`src/rtl/sfu_job_sched_pkg.sv`:
```
// Shared state encoding and default widths for the softmax SFU job scheduler.
package sfu_sched_pkg;

  localparam int SFU_ADDR_W = 7;
  localparam int SFU_LEN_W  = 8;

  typedef enum logic [1:0] {
    ST_IDLE    = 2'd0,
    ST_LAUNCH  = 2'd1,
    ST_WAIT    = 2'd2,
    ST_RELEASE = 2'd3
  } sched_state_e;

endpackage

```
`src/rtl/sfu_job_sched_if.sv`:
```
// Job request/grant bundle from the cluster controllers plus the SFU launch/done and status lines.
interface sfu_job_sched_if
  import sfu_sched_pkg::*;
#(
  parameter int PORT_NUM = 4,
  parameter int ADDR_W   = SFU_ADDR_W,
  parameter int LEN_W    = SFU_LEN_W
);

  logic [PORT_NUM-1:0]        job_req;
  logic [PORT_NUM*ADDR_W-1:0] job_addr;
  logic [PORT_NUM*LEN_W-1:0]  job_len;
  logic [PORT_NUM-1:0]        job_gnt;
  logic [PORT_NUM-1:0]        job_done;
  logic                       sfu_start;
  logic [ADDR_W-1:0]          sfu_rw_scache_addr;
  logic [LEN_W-1:0]           cfg_qkv_len;
  logic                       sfu_done;
  logic                       sched_busy;
  logic                       err_timeout;
  logic                       err_clr;

  modport master (
    input  job_req, job_addr, job_len, sfu_done, err_clr,
    output job_gnt, job_done, sfu_start, sfu_rw_scache_addr, cfg_qkv_len, sched_busy, err_timeout
  );

  modport slave (
    output job_req, job_addr, job_len, sfu_done, err_clr,
    input  job_gnt, job_done, sfu_start, sfu_rw_scache_addr, cfg_qkv_len, sched_busy, err_timeout
  );

endinterface

```
`src/rtl/sfu_job_sched_rr_pick.sv`:
```
// Combinational round-robin picker: first set request at or after i_ptr, wrapping.
module sfu_rr_pick #(
  parameter int PORT_NUM = 4,
  localparam int IDX_W   = (PORT_NUM > 1) ? $clog2(PORT_NUM) : 1
) (
  input  logic [PORT_NUM-1:0] i_req,
  input  logic [IDX_W-1:0]    i_ptr,
  output logic [PORT_NUM-1:0] o_onehot,
  output logic [IDX_W-1:0]    o_idx,
  output logic                o_vld
);

  // Rotate so the pointer position lands on bit 0; the lowest set bit is then the winner.
  logic [PORT_NUM-1:0] w_rot;
  assign w_rot = PORT_NUM'({i_req, i_req} >> i_ptr);

  always_comb begin
    o_idx    = '0;
    o_vld    = 1'b0;
    o_onehot = '0;
    for (int k = PORT_NUM - 1; k >= 0; k--) begin
      if (w_rot[k]) begin
        o_vld = 1'b1;
        o_idx = IDX_W'((int'(i_ptr) + k) % PORT_NUM);
      end
    end
    if (o_vld) o_onehot[o_idx] = 1'b1;
  end

endmodule

```
`src/rtl/sfu_job_sched.sv`:
```
// Shares one softmax SFU among PORT_NUM requesters: round-robin grant, SFU launch, done routing.
// Optional WAIT watchdog with sticky err_timeout is compiled in with SFU_SCHED_TIMEOUT_EN.
module sfu_job_sched
  import sfu_sched_pkg::*;
#(
  parameter int PORT_NUM    = 4,
  parameter int ADDR_W      = SFU_ADDR_W,
  parameter int LEN_W       = SFU_LEN_W,
  parameter int TIMEOUT_CYC = 4096
) (
  input logic             clk,
  input logic             rst_n,
  sfu_job_sched_if.master bus
);

  localparam int IDX_W = (PORT_NUM > 1) ? $clog2(PORT_NUM) : 1;

  sched_state_e        r_state, w_state_nxt;
  logic [IDX_W-1:0]    r_ptr, r_win, w_pick_idx;
  logic [PORT_NUM-1:0] w_pick_oh, w_win_oh, r_gnt, r_done;
  logic                w_pick_vld, w_arb, w_tmo, w_err, r_start;
  logic [ADDR_W-1:0]   r_addr, w_pick_addr;
  logic [LEN_W-1:0]    r_len, w_pick_len;

  sfu_rr_pick #(.PORT_NUM(PORT_NUM)) u_pick (
    .i_req    (bus.job_req),
    .i_ptr    (r_ptr),
    .o_onehot (w_pick_oh),
    .o_idx    (w_pick_idx),
    .o_vld    (w_pick_vld)
  );

  assign w_pick_addr = bus.job_addr[w_pick_idx*ADDR_W +: ADDR_W];
  assign w_pick_len  = bus.job_len[w_pick_idx*LEN_W +: LEN_W];
  assign w_win_oh    = {{(PORT_NUM-1){1'b0}}, 1'b1} << r_win;
  assign w_arb       = (r_state == ST_IDLE) && w_pick_vld && !w_err;

`ifdef SFU_SCHED_TIMEOUT_EN
  localparam int WDOG_W = (TIMEOUT_CYC > 1) ? $clog2(TIMEOUT_CYC) : 1;
  logic [WDOG_W-1:0] r_wdog;
  logic              r_err;

  // Fires on the last permitted WAIT cycle, so RELEASE follows exactly as for a real sfu_done.
  assign w_tmo = (r_state == ST_WAIT) && !bus.sfu_done && (r_wdog == WDOG_W'(TIMEOUT_CYC - 1));
  assign w_err = r_err;

  always_ff @(posedge clk or negedge rst_n) begin
    if (!rst_n) begin
      r_wdog <= '0;
      r_err  <= 1'b0;
    end else begin
      r_wdog <= (r_state == ST_WAIT) ? r_wdog + 1'b1 : '0;
      if (w_tmo)            r_err <= 1'b1;
      else if (bus.err_clr) r_err <= 1'b0;
    end
  end
`else
  logic w_unused_cfg;
  assign w_tmo        = 1'b0;
  assign w_err        = 1'b0;
  assign w_unused_cfg = ^{bus.err_clr, TIMEOUT_CYC[0]};
`endif

  always_comb begin
    w_state_nxt = r_state;
    case (r_state)
      ST_IDLE:    if (w_arb) w_state_nxt = ST_LAUNCH;
      ST_LAUNCH:  w_state_nxt = (r_len != '0) ? ST_WAIT : ST_RELEASE;
      ST_WAIT:    if (bus.sfu_done || w_tmo) w_state_nxt = ST_RELEASE;
      ST_RELEASE: w_state_nxt = ST_IDLE;
      default:    w_state_nxt = ST_IDLE;
    endcase
  end

  always_ff @(posedge clk or negedge rst_n) begin
    if (!rst_n) begin
      r_state <= ST_IDLE;
      r_ptr   <= '0;
      r_win   <= '0;
      r_addr  <= '0;
      r_len   <= '0;
      r_gnt   <= '0;
      r_start <= 1'b0;
      r_done  <= '0;
    end else begin
      r_state <= w_state_nxt;
      r_gnt   <= w_arb ? w_pick_oh : '0;
      r_start <= w_arb && (w_pick_len != '0);
      r_done  <= (w_state_nxt == ST_RELEASE) ? w_win_oh : '0;
      if (w_arb) begin
        r_win  <= w_pick_idx;
        r_addr <= w_pick_addr;
        r_len  <= w_pick_len;
      end
      if (r_state == ST_RELEASE)
        r_ptr <= (r_win == IDX_W'(PORT_NUM - 1)) ? '0 : r_win + 1'b1;
    end
  end

  assign bus.job_gnt            = r_gnt;
  assign bus.job_done           = r_done;
  assign bus.sfu_start          = r_start;
  assign bus.sfu_rw_scache_addr = r_addr;
  assign bus.cfg_qkv_len        = r_len;
  assign bus.sched_busy         = (r_state != ST_IDLE);
  assign bus.err_timeout        = w_err;

endmodule

```
`src/flat_wrapper.sv`:
```
// flat-port wrapper written by rule: the top's interface ports become plain ports
module sfu_job_sched_flat import sfu_sched_pkg::*;
#(
  parameter int PORT_NUM    = 4,
  parameter int ADDR_W      = SFU_ADDR_W,
  parameter int LEN_W       = SFU_LEN_W,
  parameter int TIMEOUT_CYC = 4096
)
  (clk, rst_n, bus_job_req, bus_job_addr, bus_job_len, bus_sfu_done, bus_err_clr, bus_job_gnt, bus_job_done, bus_sfu_start, bus_sfu_rw_scache_addr, bus_cfg_qkv_len, bus_sched_busy, bus_err_timeout);
  sfu_job_sched_if #(.PORT_NUM(PORT_NUM), .ADDR_W(ADDR_W), .LEN_W(LEN_W)) bus_i ();
  input logic clk;
  input logic rst_n;
  input wire logic [$bits(bus_i.job_req)-1:0] bus_job_req;
  input wire logic [$bits(bus_i.job_addr)-1:0] bus_job_addr;
  input wire logic [$bits(bus_i.job_len)-1:0] bus_job_len;
  input wire logic [$bits(bus_i.sfu_done)-1:0] bus_sfu_done;
  input wire logic [$bits(bus_i.err_clr)-1:0] bus_err_clr;
  output wire logic [$bits(bus_i.job_gnt)-1:0] bus_job_gnt;
  output wire logic [$bits(bus_i.job_done)-1:0] bus_job_done;
  output wire logic [$bits(bus_i.sfu_start)-1:0] bus_sfu_start;
  output wire logic [$bits(bus_i.sfu_rw_scache_addr)-1:0] bus_sfu_rw_scache_addr;
  output wire logic [$bits(bus_i.cfg_qkv_len)-1:0] bus_cfg_qkv_len;
  output wire logic [$bits(bus_i.sched_busy)-1:0] bus_sched_busy;
  output wire logic [$bits(bus_i.err_timeout)-1:0] bus_err_timeout;
  assign bus_i.job_req = bus_job_req;
  assign bus_i.job_addr = bus_job_addr;
  assign bus_i.job_len = bus_job_len;
  assign bus_i.sfu_done = bus_sfu_done;
  assign bus_i.err_clr = bus_err_clr;
  assign bus_job_gnt = bus_i.job_gnt;
  assign bus_job_done = bus_i.job_done;
  assign bus_sfu_start = bus_i.sfu_start;
  assign bus_sfu_rw_scache_addr = bus_i.sfu_rw_scache_addr;
  assign bus_cfg_qkv_len = bus_i.cfg_qkv_len;
  assign bus_sched_busy = bus_i.sched_busy;
  assign bus_err_timeout = bus_i.err_timeout;
  sfu_job_sched #(.PORT_NUM(PORT_NUM), .ADDR_W(ADDR_W), .LEN_W(LEN_W), .TIMEOUT_CYC(TIMEOUT_CYC)) u_core (.clk(clk), .rst_n(rst_n), .bus(bus_i));
endmodule
```
`config.mk`:
```
export PLATFORM = sky130hd
export DESIGN_NAME = sfu_job_sched_flat
export DESIGN_NICKNAME = d
export VERILOG_FILES = /design/src/rtl/sfu_job_sched_pkg.sv /design/src/rtl/sfu_job_sched_if.sv /design/src/rtl/sfu_job_sched_rr_pick.sv /design/src/rtl/sfu_job_sched.sv /design/src/flat_wrapper.sv
export SDC_FILE = /design/constraint.sdc
export NUM_CORES = 1
export LEC_CHECK = 0
export BUFFER_PORTS_ARGS = -buffer_cell sky130_fd_sc_hd__buf_2
export CORE_MARGIN = 4
export CORE_UTILIZATION = 45
export CTS_BUF_LIST = sky130_fd_sc_hd__clkbuf_16
export DETAILED_ROUTE_END_ITERATION = 8
export PLACE_DENSITY = 0.8
export REMOVE_ABC_BUFFERS = 1
export SLEW_MARGIN = 20
export SYNTH_ARGS = -nofsm -noshare
export SYNTH_HDL_FRONTEND = slang
export SYNTH_HIERARCHICAL = 1
export SYNTH_SLANG_ARGS = --single-unit
export TNS_END_PERCENT = 1
```
`constraint.sdc`:
```
create_clock -name clk -period 2.4 [get_ports clk]
set_clock_uncertainty 0.05 [all_clocks]
set_input_delay 0.48 -clock clk [delete_from_list [all_inputs] [get_ports clk]]
set_output_delay 0.48 -clock clk [all_outputs]
set_load 0.05 [all_outputs]
```
==> Yosys cells after proc, flatten, opt, wreduce, memory -nomap -nowiden <==
Cells that the tools add are included.
{ "word_totals": {"regBits": 30, "in_bits": 68, "elab_cells": 49, "output_inout_bits": 26} }
{ "classes": {"mul": 1, "eq_ne": 5, "magnitude_cmp": 2, "n_reduce_logical": 7, "addsub": 4, "mux": 18, "n_shift": 4} }
{ "ops": {"columns": ["cell", "n"], "rows": [
  ["32-bit by 6-bit variable part select with 8-bit output", 1],
  ["28-bit by 6-bit variable part select with 7-bit output", 1],
  ["8-bit nonzero test", 2],
  ["2-bit 2-to-1 mux", 7],
  ["4-bit 2-to-1 mux", 3],
  ["2-bit == test (second input constant)", 4],
  ["2-bit case mux with 4 select lines", 1],
  ["8-bit by 2-bit right shift with 4-bit output", 1],
  ["1-bit 2-to-1 mux", 6],
  ["2-bit by 3-bit multiplier with 5-bit output (second input constant)", 1],
  ["2-bit by 1-bit adder with 2-bit output (second input constant)", 2],
  ["2-bit adder (second input constant)", 2],
  ["1-bit by 2-bit left shift with 4-bit output (first input constant)", 1],
  ["1-bit logical AND", 3],
  ["2-bit by 3-bit < comparator with 1-bit output (second input constant)", 1],
  ["1-bit demux with 2-bit select", 1],
  ["2-bit by 1-bit == test with 1-bit output (second input constant)", 1],
  ["2-bit by 1-bit >= comparator with 1-bit output (second input constant)", 1],
  ["2-bit zero test", 1],
  ["2-bit nonzero test", 1]
]} }

==> Depth between registers and ports, before layout <==
Gate-level depths: netlist of the first run.
{ "logic_depth": {"depth_word": 11, "mapped_depth": 9, "mapped_depth_nobuf": 6} }

==> Cells and area by module <==
The synthesis of the first run kept the hierarchy.
{ "modules_own_cells": {"columns": ["module", "seq_area_each_um2", "area_each_um2", "cells_each", "instances"], "rows": [
  ["sfu_job_sched", 750.7, 1629.1, 106, 1],
  ["sfu_rr_pick", 0.0, 181.4, 32, 1]
]} }

==> Worst setup path after synthesis of the first run <==
No wires, ideal clock.
{ "synth_path": {"kind": "input -> register", "from": "in bus_job_req[2]", "to": "reg u_core.r_len[4], in the netlist u_core/bus.cfg_qkv_len[4]", "n_path_buf": 2, "required_time_ns": 2.225, "slack_ns": 0.288, "arrival_ns": 1.938, "cell_stages": 7, "setup_time_ns": 0.125, "cell_sequence": "nand2b_1 > o21ai_1 > a211oi_2 > buf_6 > buf_12 > mux4_2 > mux2_2"} }
{ "synth_between": {"elab_chain_cells": 6, "elab_cells_between_ends": 11, "classes_between": "shift: 2; mux: 8; reduce/logical: 1"} }
{ "synth_lines": {"columns": ["element", "line_no", "text"], "rows": [
  ["from (decl)", "flat_wrapper.sv:13", "input wire logic [$bits(bus_i.job_req)-1:0] bus_job_req;"],
  ["8-bit by 2-bit right shift with 4-bit output (*)", "sfu_job_sched_rr_pick.sv:15", "assign w_rot = PORT_NUM'({i_req, i_req} >> i_ptr);"],
  ["2-bit 2-to-1 mux (3 in a row)", "sfu_job_sched_rr_pick.sv:22", "if (w_rot[k]) begin"],
  ["2-bit 2-to-1 mux (*)", "sfu_job_sched_rr_pick.sv:22", null],
  ["via u_core.w_pick_idx[0]", "sfu_job_sched.sv:19", "logic [IDX_W-1:0] r_ptr, r_win, w_pick_idx;"],
  ["32-bit by 6-bit variable part select with 8-bit output (*)", "sfu_job_sched.sv:34", "assign w_pick_len = bus.job_len[w_pick_idx*LEN_W +: LEN_W];"],
  ["to (signal assigned)", "sfu_job_sched.sv:93", "r_len <= w_pick_len;"],
  ["to (decl)", "sfu_job_sched.sv:23", "logic [LEN_W-1:0] r_len, w_pick_len;"]
]} }
Mark *: on every way through the listed nets, which the timed path passes. The rest lies on a longest branch.
A chain may end at the register's enable or synchronous reset.

==> Worst setup path after layout of the first run <==
{ "layout_path": {"from": "reg u_core.r_ptr[0]", "to": "reg u_core.r_start, in the netlist u_core/bus.sfu_start"} }
{ "layout_between": {"elab_chain_cells": 8, "elab_cells_between_ends": 16, "classes_between": "add/sub: 3; shift: 2; mux: 8; reduce/logical: 3"} }
{ "layout_lines": {"columns": ["element", "line_no", "text"], "rows": [
  ["from (decl)", "sfu_job_sched.sv:19", null],
  ["from (signal assigned)", "sfu_job_sched.sv:96", "r_ptr <= (r_win == IDX_W'(PORT_NUM - 1)) ? '0 : r_win + 1'b1;"],
  ["2-bit adder or 8-bit by 2-bit right shift with 4-bit output (tied branches)", "sfu_job_sched_rr_pick.sv:24, sfu_job_sched_rr_pick.sv:15", null],
  ["2-bit 2-to-1 mux (3 in a row)", "sfu_job_sched_rr_pick.sv:22", null],
  ["2-bit 2-to-1 mux (*)", "sfu_job_sched_rr_pick.sv:22", null],
  ["via u_core.w_pick_idx[0]", "sfu_job_sched.sv:19", null],
  ["32-bit by 6-bit variable part select with 8-bit output (*)", "sfu_job_sched.sv:34", null],
  ["8-bit nonzero test (*)", "sfu_job_sched.sv:88", "r_start <= w_arb && (w_pick_len != '0);"],
  ["1-bit logical AND (*)", "sfu_job_sched.sv:88", null],
  ["to (signal assigned)", "sfu_job_sched.sv:88", null],
  ["to (decl)", "sfu_job_sched.sv:21", "logic w_pick_vld, w_arb, w_tmo, w_err, r_start;"]
]} }
Marks and branches as above.

==> flow_metrics.py, run 1 <==
metrics = {
    "critical_path": {
        "crit_fanout": 9,
        "rr_endpoint": "u_core/bus.sfu_start$_DFF_PN0_",
        "max_stage_delay_ps": 600,
        "rr_startpoint": "u_core/r_ptr[0]$_DFFE_PN0N_",
        "required_ps": 2500,
        "worst_setup_path_start_kind": "flop",
        "crit_path_cell_trace": "nand2b_4 -> a21oi_1 -> a211oi_4 -> buf_12 -> mux4_1 -> nor4_2 -> a21oi_1",
        "end_kind": "flop",
        "r2r_slack_ps": 220,
        "criticalPathCategory": "reg -> reg",
        "cp.arrival_ps": 2280,
        "crit_path_frequent_cell": "a21oi_1",
        "reg2reg_depth": 7,
        "cp_slowest_cell": "mux4_1",
    },
    "timing": {
        "fmax_mhz": 458,
        "timing.setup.tns_ps": 0,
        "period_minus_slack_ps": 2180,
        "hold_viol": 0,
        "fin_ws_ps": 216,
        "slew_viol_final": 0,
        "layout_worst_path_cycle_share_pct": 91.0,
        "slew_headroom_pct": 56.4,
        "rsz0062_at_grt": "false",
        "tightest_slew_ps": 650,
        "final-setup-viol-count": 0,
    },
    "placed_design": {
        "dp_cells": 282,
        "port_buffers": 91,
        "dp_slack_ps": -3.99,
        "dp_hpwl_um": 3440,
        "place_congestion": 0.784,
    },
    "logic_synthesis": {
        "synth.yosys.seq_area_share_pct": 41.5,
        "syn_area_um2": 1810,
        "async_reset_ff_share_pct": 100,
        "netlist_instances": 138,
        "ys_warn_count": 6,
        "syn_avg_cell_area_um2": 13.1,
        "synth-main-ff-cell": "dfrtp_1",
        "synth_enable_flop_cells": 0,
        "ys_ff_latch": 30,
        "yosysUniqueCellTypes": 32,
    },
    "grt": {
        "antenna_found_initial": 0,
        "grt_pass1_wl_um": 6920,
        "grt_pass1_vias": 1581,
        "grt_overflow": 0,
        "grt_usage_pct": 17.3,
        "grt_start_max_net_pins": 31,
    },
    "detailed_routing": {
        "viasPerCell": 5.21,
        "wl_um": 4130,
        "dr.pass1.iters": 4,
        "drt-initial-drc-count": 60,
        "wl_per_cell_um": 14.2,
        "ant_nets": 0,
        "vias": 1511,
        "drc": 0,
    },
    "cts": {
        "clkLatencyLatePin_ps": 270,
        "htreeDepth": 2,
        "ctsLongestPathBuffers": 2,
        "clkTransAtPathRegs_ps": 50,
        "cts_root_buffer": "clkbuf_16",
        "postCtsSetupBuffers": 0,
        "cts-resized-gates": 0,
        "ctsHoldBuffers": 0,
        "numClockSinks": 30,
        "cts_tree": "done",
        "cts_buffers": 5,
    },
    "pwr": {
        "p_sw_w": 0.00164,
        "p_leak_nw": 1.28,
        "p_seq_share_pct": 24.8,
        "p_sw_share_pct": 45.3,
        "clkPwrFrac_pct": 15.8,
        "power.total_w": 0.00361,
        "p_per_area_nw_per_um2": 1420,
        "p_int_w": 0.00197,
        "max-vdd-ir-drop_mv": 0.747,
        "pwr-share-comb_pct": 59.4,
    },
    "final_layout": {
        "nNetsFinal": 318,
        "antennaDiodeCount": 0,
        "regArea_um2": 751,
        "layout-drive-gt1-share_pct": 60.7,
        "syn_to_final_growth_pct": 40.2,
        "multiInputGateArea_um2": 981,
        "nFillCells": 266,
        "final_cell_count_no_fill": 290,
    },
    "floorplan": {
        "die_x_um": 71.4,
        "die_h_um": 71.4,
        "fp.dieArea_um2": 5100,
        "core_area_um2": 3770,
        "rows": 22,
        "ioPinCount": 94,
        "start_util_pct": 48.0,
    },
    "run": {
        "drv_cap": 0,
    },
    "run_status": {
        "outcome": "finished clean",
    },
    "min_path": {
        "hold_path_class": "in -> async",
    },
}
==> routing by layer <==
| metal | GRT usage [%] | routed length, um |
|---|---|---|
| met2 | 29.4 | 2060 |
| met5 | 0 | 0 |
| met4 | 6.26 | 57 |
| met3 | 4.21 | 361 |
| met1 | 21.3 | 1650 |
==> cells in the final DEF (no fill, tap or decap), types with 2 or more instances in the layout <==
cell type and instances:
a311oi_1 2, nor2_1 7, mux2_2 18, inv_1 11, mux4_2 14, and3_1 4
ha_1 9, dfrtp_1 30, buf_4 10, clkbuf_16 5, nand2b_1 2, buf_12 2
nand2_1 3, buf_2 91, nor3_1 4, nor3b_1 4, a21oi_1 8, nor4_2 2
==> cells in the mapped netlist, types with 2 or more instances <==
| cell | count | area (um2) |
|---|---|---|
| buf_4 | 2 | 15.0 |
| nand2b_1 | 2 | 12.5 |
| a311oi_1 | 2 | 17.5 |
| nor2_1 | 7 | 26.3 |
| inv_1 | 10 | 37.5 |
| and3_1 | 4 | 25.0 |
| a21oi_1 | 8 | 40.0 |
| buf_2 | 3 | 15.0 |
| ha_1 | 9 | 113 |
| mux2_2 | 18 | 203 |
| dfrtp_1 | 30 | 751 |
| nor4_1 | 2 | 12.5 |
| nand2_1 | 3 | 11.3 |
| mux4_2 | 14 | 315 |
| nor3b_1 | 4 | 30.0 |
| nor3_1 | 4 | 20.0 |
==> how the worst max path moves through the flow <==
stage | startpoint | endpoint | slack, ps | cells past startpoint
2_1_floorplan | bus_job_req[2] | u_core/bus.sfu_start$_DFF_PN0_ | -590 | 6
3_3_place_gp | bus_job_req[2] | u_core/bus.sfu_start$_DFF_PN0_ | 1 | 8
3_5_place_dp | bus_job_req[2] | u_core/bus.sfu_start$_DFF_PN0_ | -4 | 8
4_1_cts | u_core/r_ptr[0]$_DFFE_PN0N_ | u_core/bus.sfu_start$_DFF_PN0_ | 160 | 7
5_1_grt | u_core/r_ptr[0]$_DFFE_PN0N_ | u_core/bus.sfu_start$_DFF_PN0_ | 50 | 7
6_report | u_core/r_ptr[0]$_DFFE_PN0N_ | u_core/bus.sfu_start$_DFF_PN0_ | 220 | 7
==> through the flow <==
step	area [um2]	util (%)	hold WS [ps]
after floorplan	1750	-	134
after global placement	2390	63.3	436
after detailed placement	2390	63.3	444
after CTS	2520	67.0	203
after global routing	2540	67.3	247
final	2540	67.3	184
==> power groups by stage <==
stage	Sequential, W	Clock [W]	Combinational (W)
detailed placement	0.000898	0	0.00215
global route	0.000926	0.000607	0.00230
floorplan	0.00150	0	0.000936
finish	0.000894	0.000570	0.00215
global placement	0.000885	0	0.00211
CTS	0.000893	0.000583	0.00215
==> state kept, by name, summed over array words and instances (netlist names) <==
| register | count |
|---|---|
| u_core/bus.cfg_qkv_len | 8 |
| u_core/bus.job_done | 4 |
| u_core/bus.job_gnt | 4 |
| u_core/bus.sfu_rw_scache_addr | 7 |
| u_core/bus.sfu_start | 1 |
| u_core/r_ptr | 2 |
| u_core/r_state | 2 |
| u_core/r_win | 2 |
==> final cells by class <==
| class | count | share of cell area, % |
|---|---|---|
| clock buffers | 5 | 4.93 |
| clock inverters | 3 | 0.493 |
| inverters | 10 | 1.48 |
| multi-input cells | 91 | 38.7 |
| flip-flops and latches | 30 | 29.6 |
| well taps | 48 | 2.37 |
| repair buffers | 103 | 22.5 |
==> logic make-up (layout without fill, tap and decap cells) <==
family          after synthesis  in the layout  synth area share, %
mux                          34             34                 30.7
flops                        30             30                 41.5
simple gates                 29             29                 9.19
compound gates               18             18                 6.77
buf+inv                      17            121                 5.46
fa+ha+maj                     9              9                 6.22
other cells                   1              1                0.207
==> worst max-delay path, delay by kind of cell, from the launching register on <==
kind	cells	cell delay [ps]
AOI/OAI and AO/OA	3	470
buffers and inverters	1	180
DFF	1	370
muxes	1	600
and+or+nand+nor	2	380
Power figures use the tool's default switching activity.
==> run 2: changes to the inputs <==
--- a/config.mk
+++ b/config.mk
@@ -5,16 +5,16 @@
 export SDC_FILE = /design/constraint.sdc
 export NUM_CORES = 1
 export LEC_CHECK = 0
+export ABC_AREA = 1
 export BUFFER_PORTS_ARGS = -buffer_cell sky130_fd_sc_hd__buf_2
-export CORE_MARGIN = 4
+export CORE_MARGIN = 2
 export CORE_UTILIZATION = 45
 export CTS_BUF_LIST = sky130_fd_sc_hd__clkbuf_16
 export DETAILED_ROUTE_END_ITERATION = 8
-export PLACE_DENSITY = 0.8
+export PLACE_DENSITY = 0.78
 export REMOVE_ABC_BUFFERS = 1
 export SLEW_MARGIN = 20
 export SYNTH_ARGS = -nofsm -noshare
 export SYNTH_HDL_FRONTEND = slang
 export SYNTH_HIERARCHICAL = 1
 export SYNTH_SLANG_ARGS = --single-unit
-export TNS_END_PERCENT = 1
==> flow_metrics.py, run 2 <==
metrics = {
    "run_status": {
        "outcome": "finished clean",
    },
    "detailed_routing": {
        "drt-initial-drc-count": 200,
        "wl_um": 5050,
        "viasPerCell": 4.84,
        "dr.pass1.iters": 5,
        "wl_per_cell_um": 11.8,
        "vias": 2065,
        "ant_nets": 0,
        "drc": 0,
    },
    "final_layout": {
        "final_common_cell": "buf_2",
        "syn_to_final_growth_pct": 31.6,
        "antennaDiodeCount": 0,
        "nFillCells": 397,
        "largest_reg_flops": 8,
        "layout-drive-gt1-share_pct": 35.2,
        "nNetsFinal": 451,
        "fin_area_um2": 2670,
        "layout_common_cells": "buf_2 (91), nand2_1 (79), nor2_1 (34)",
        "final_cell_count_no_fill": 427,
    },
    "floorplan": {
        "die_x_um": 71.1,
        "start_util_pct": 46.6,
        "rows": 24,
        "core_area_um2": 4350,
        "die_h_um": 71.1,
        "ioPinCount": 94,
        "fp.dieArea_um2": 5060,
    },
    "pwr": {
        "p_per_area_nw_per_um2": 1820,
        "max-vdd-ir-drop_mv": 0.787,
        "power.total_w": 0.00486,
        "p_leak_nw": 1.51,
    },
    "logic_synthesis": {
        "synth-main-ff-cell": "dfrtp_1",
        "synth_top_family_by_area": "simple AND/OR/NAND/NOR gates",
        "ys_ff_latch": 30,
        "yosysMostFrequentCell": "nand2_1",
        "ys_warn_count": 6,
        "synth_compound_area_share_pct": 10.2,
        "syn_avg_cell_area_um2": 7.17,
        "syn_area_um2": 2030,
        "yosys.area.top_type": "dfrtp_1",
        "netlist_instances": 283,
        "synth_fa_ha_area_share_pct": 5.55,
        "synthMuxAreaShare_pct": 0.555,
        "synthSimpleGateAreaFrac_pct": 36.6,
        "synthTopCellsByCount": "nand2_1 (79), nor2_1 (34), dfrtp_1 (30), nand3_1 (26), inv_1 (23)",
        "yosysUniqueCellTypes": 28,
        "synth_xor_area_share_pct": 0,
        "synth_top_area_share_pct": 37.0,
        "async_reset_ff_share_pct": 100,
        "synth.top_cells.by_area": "dfrtp_1 (37%), nand2_1 (15%), nand3_1 (6.4%), nor2_1 (6.3%), ha_1 (5.6%)",
        "synth.yosys.seq_area_share_pct": 37.0,
        "synth_enable_flop_cells": 0,
    },
    "critical_path": {
        "criticalPathCategory": "reg -> reg",
        "r2r_slack_ps": 310,
        "required_ps": 2490,
        "reg2reg_depth": 13,
        "worst_setup_path_start_kind": "flop",
        "cp.arrival_ps": 2190,
        "rr_endpoint": "u_core/bus.sfu_start$_DFF_PN0_",
        "rr_startpoint": "u_core/r_ptr[0]$_DFFE_PN0N_",
        "end_kind": "flop",
        "crit_fanout": 12,
    },
    "timing": {
        "slew_viol_final": 0,
        "slew_headroom_pct": 56.4,
        "tightest_slew_ps": 654,
        "timing.setup.tns_ps": 0,
        "final-setup-viol-count": 0,
        "layout_worst_path_cycle_share_pct": 87.2,
        "period_minus_slack_ps": 2090,
        "fmax_mhz": 478,
        "rsz0062_at_grt": "false",
        "hold_viol": 0,
    },
    "placed_design": {
        "place_congestion": 0.872,
        "dp_hpwl_um": 3870,
        "placed_cell_area_um2": 2500,
        "dp_cells": 419,
        "port_buffers": 91,
    },
    "cts": {
        "cts_buffers": 5,
        "htreeDepth": 2,
        "numClockSinks": 30,
        "cts-resized-gates": 0,
        "clkLatencyLatePin_ps": 270,
        "cts_root_buffer": "clkbuf_16",
        "ctsLongestPathBuffers": 2,
        "postCtsSetupBuffers": 0,
        "clkTransAtPathRegs_ps": 50,
        "cts_tree": "done",
        "ctsHoldBuffers": 0,
    },
    "grt": {
        "antenna_found_initial": 0,
        "grt_pass1_wl_um": 8580,
        "grt_usage_pct": 21.4,
        "grt_overflow": 0,
        "grt_pass1_vias": 1962,
        "grt_start_max_net_pins": 32,
    },
    "min_path": {
        "hold_path_class": "in -> async",
    },
    "run": {
        "drv_cap": 0,
    },
}
==> run 2: worst max path at each step <==
stage                                           start                                           end  slack, ps  cells after the start
final                     u_core/r_ptr[0]$_DFFE_PN0N_                u_core/bus.sfu_start$_DFF_PN0_        310                     13
after global routing      u_core/r_ptr[0]$_DFFE_PN0N_                u_core/bus.sfu_start$_DFF_PN0_         90                     13
after CTS                 u_core/r_ptr[0]$_DFFE_PN0N_                u_core/bus.sfu_start$_DFF_PN0_        120                     14
after detailed placement               bus_job_req[3]                u_core/bus.sfu_start$_DFF_PN0_        110                     16
after global placement                 bus_job_req[3]                u_core/bus.sfu_start$_DFF_PN0_        190                     16
after floorplan           u_core/r_ptr[0]$_DFFE_PN0N_  u_core/bus.sfu_rw_scache_addr[1]$_DFFE_PN0P_        160                      9
==> run 2: cell type report <==
type                       count  area [um2]  area share, %
clock buffer                   5         125           4.69
clock inverter                 3        37.5           1.41
inverter                      28         113           4.22
multi-input combinational    212        1080           40.3
sequential                    30         752           28.2
tap                           52        65.1           2.44
timing repair buffer          97         500           18.8
==> run 2: cell families (layout without fill, tap and decap cells) <==
logic type	Yosys count	count (layout)
compound gates	37	37
flops	30	30
fa+ha+maj	9	9
other cells	1	1
simple gates	164	164
mux	1	1
buf+inv	41	133
==> run 2: stage by stage <==
stage	utilization (%)	hold WS (ps)	setup slack, ps
after global routing	61.3	241	94.4
final	61.3	194	307
after global placement	57.5	424	189
after detailed placement	57.5	424	108
after CTS	61.2	218	118
after floorplan	-	134	160
==> run 2: worst max-delay path: stages, from the launching register on <==
cell	delay (ps)
dfrtp_2	480
inv_6	80
nand2_2	90
nand3_2	90
nand2_2	80
nand3_1	100
nand2_1	90
nand2_2	60
inv_1	320
nand3_1	120
nand2_1	120
nand2_1	70
nor2_1	140
a21oi_1	90
==> run 2: routing by layer <==
metal / track usage [%] / wire length, um / vias to the layer above
met5: 0 / 0 / -
met4: 9.85 / 142 / 0
met1: 26.6 / 2150 / 894
li1: - / - / 1080
met2: 36.7 / 2460 / 79
met3: 2.99 / 289 / 12
==> run 2: report_power, final <==
part	internal, W	total, W	switching, W
clock	0.000480	0.000674	0.000194
combinational	0.000992	0.00326	0.00227
sequential	0.000753	0.000927	0.000174
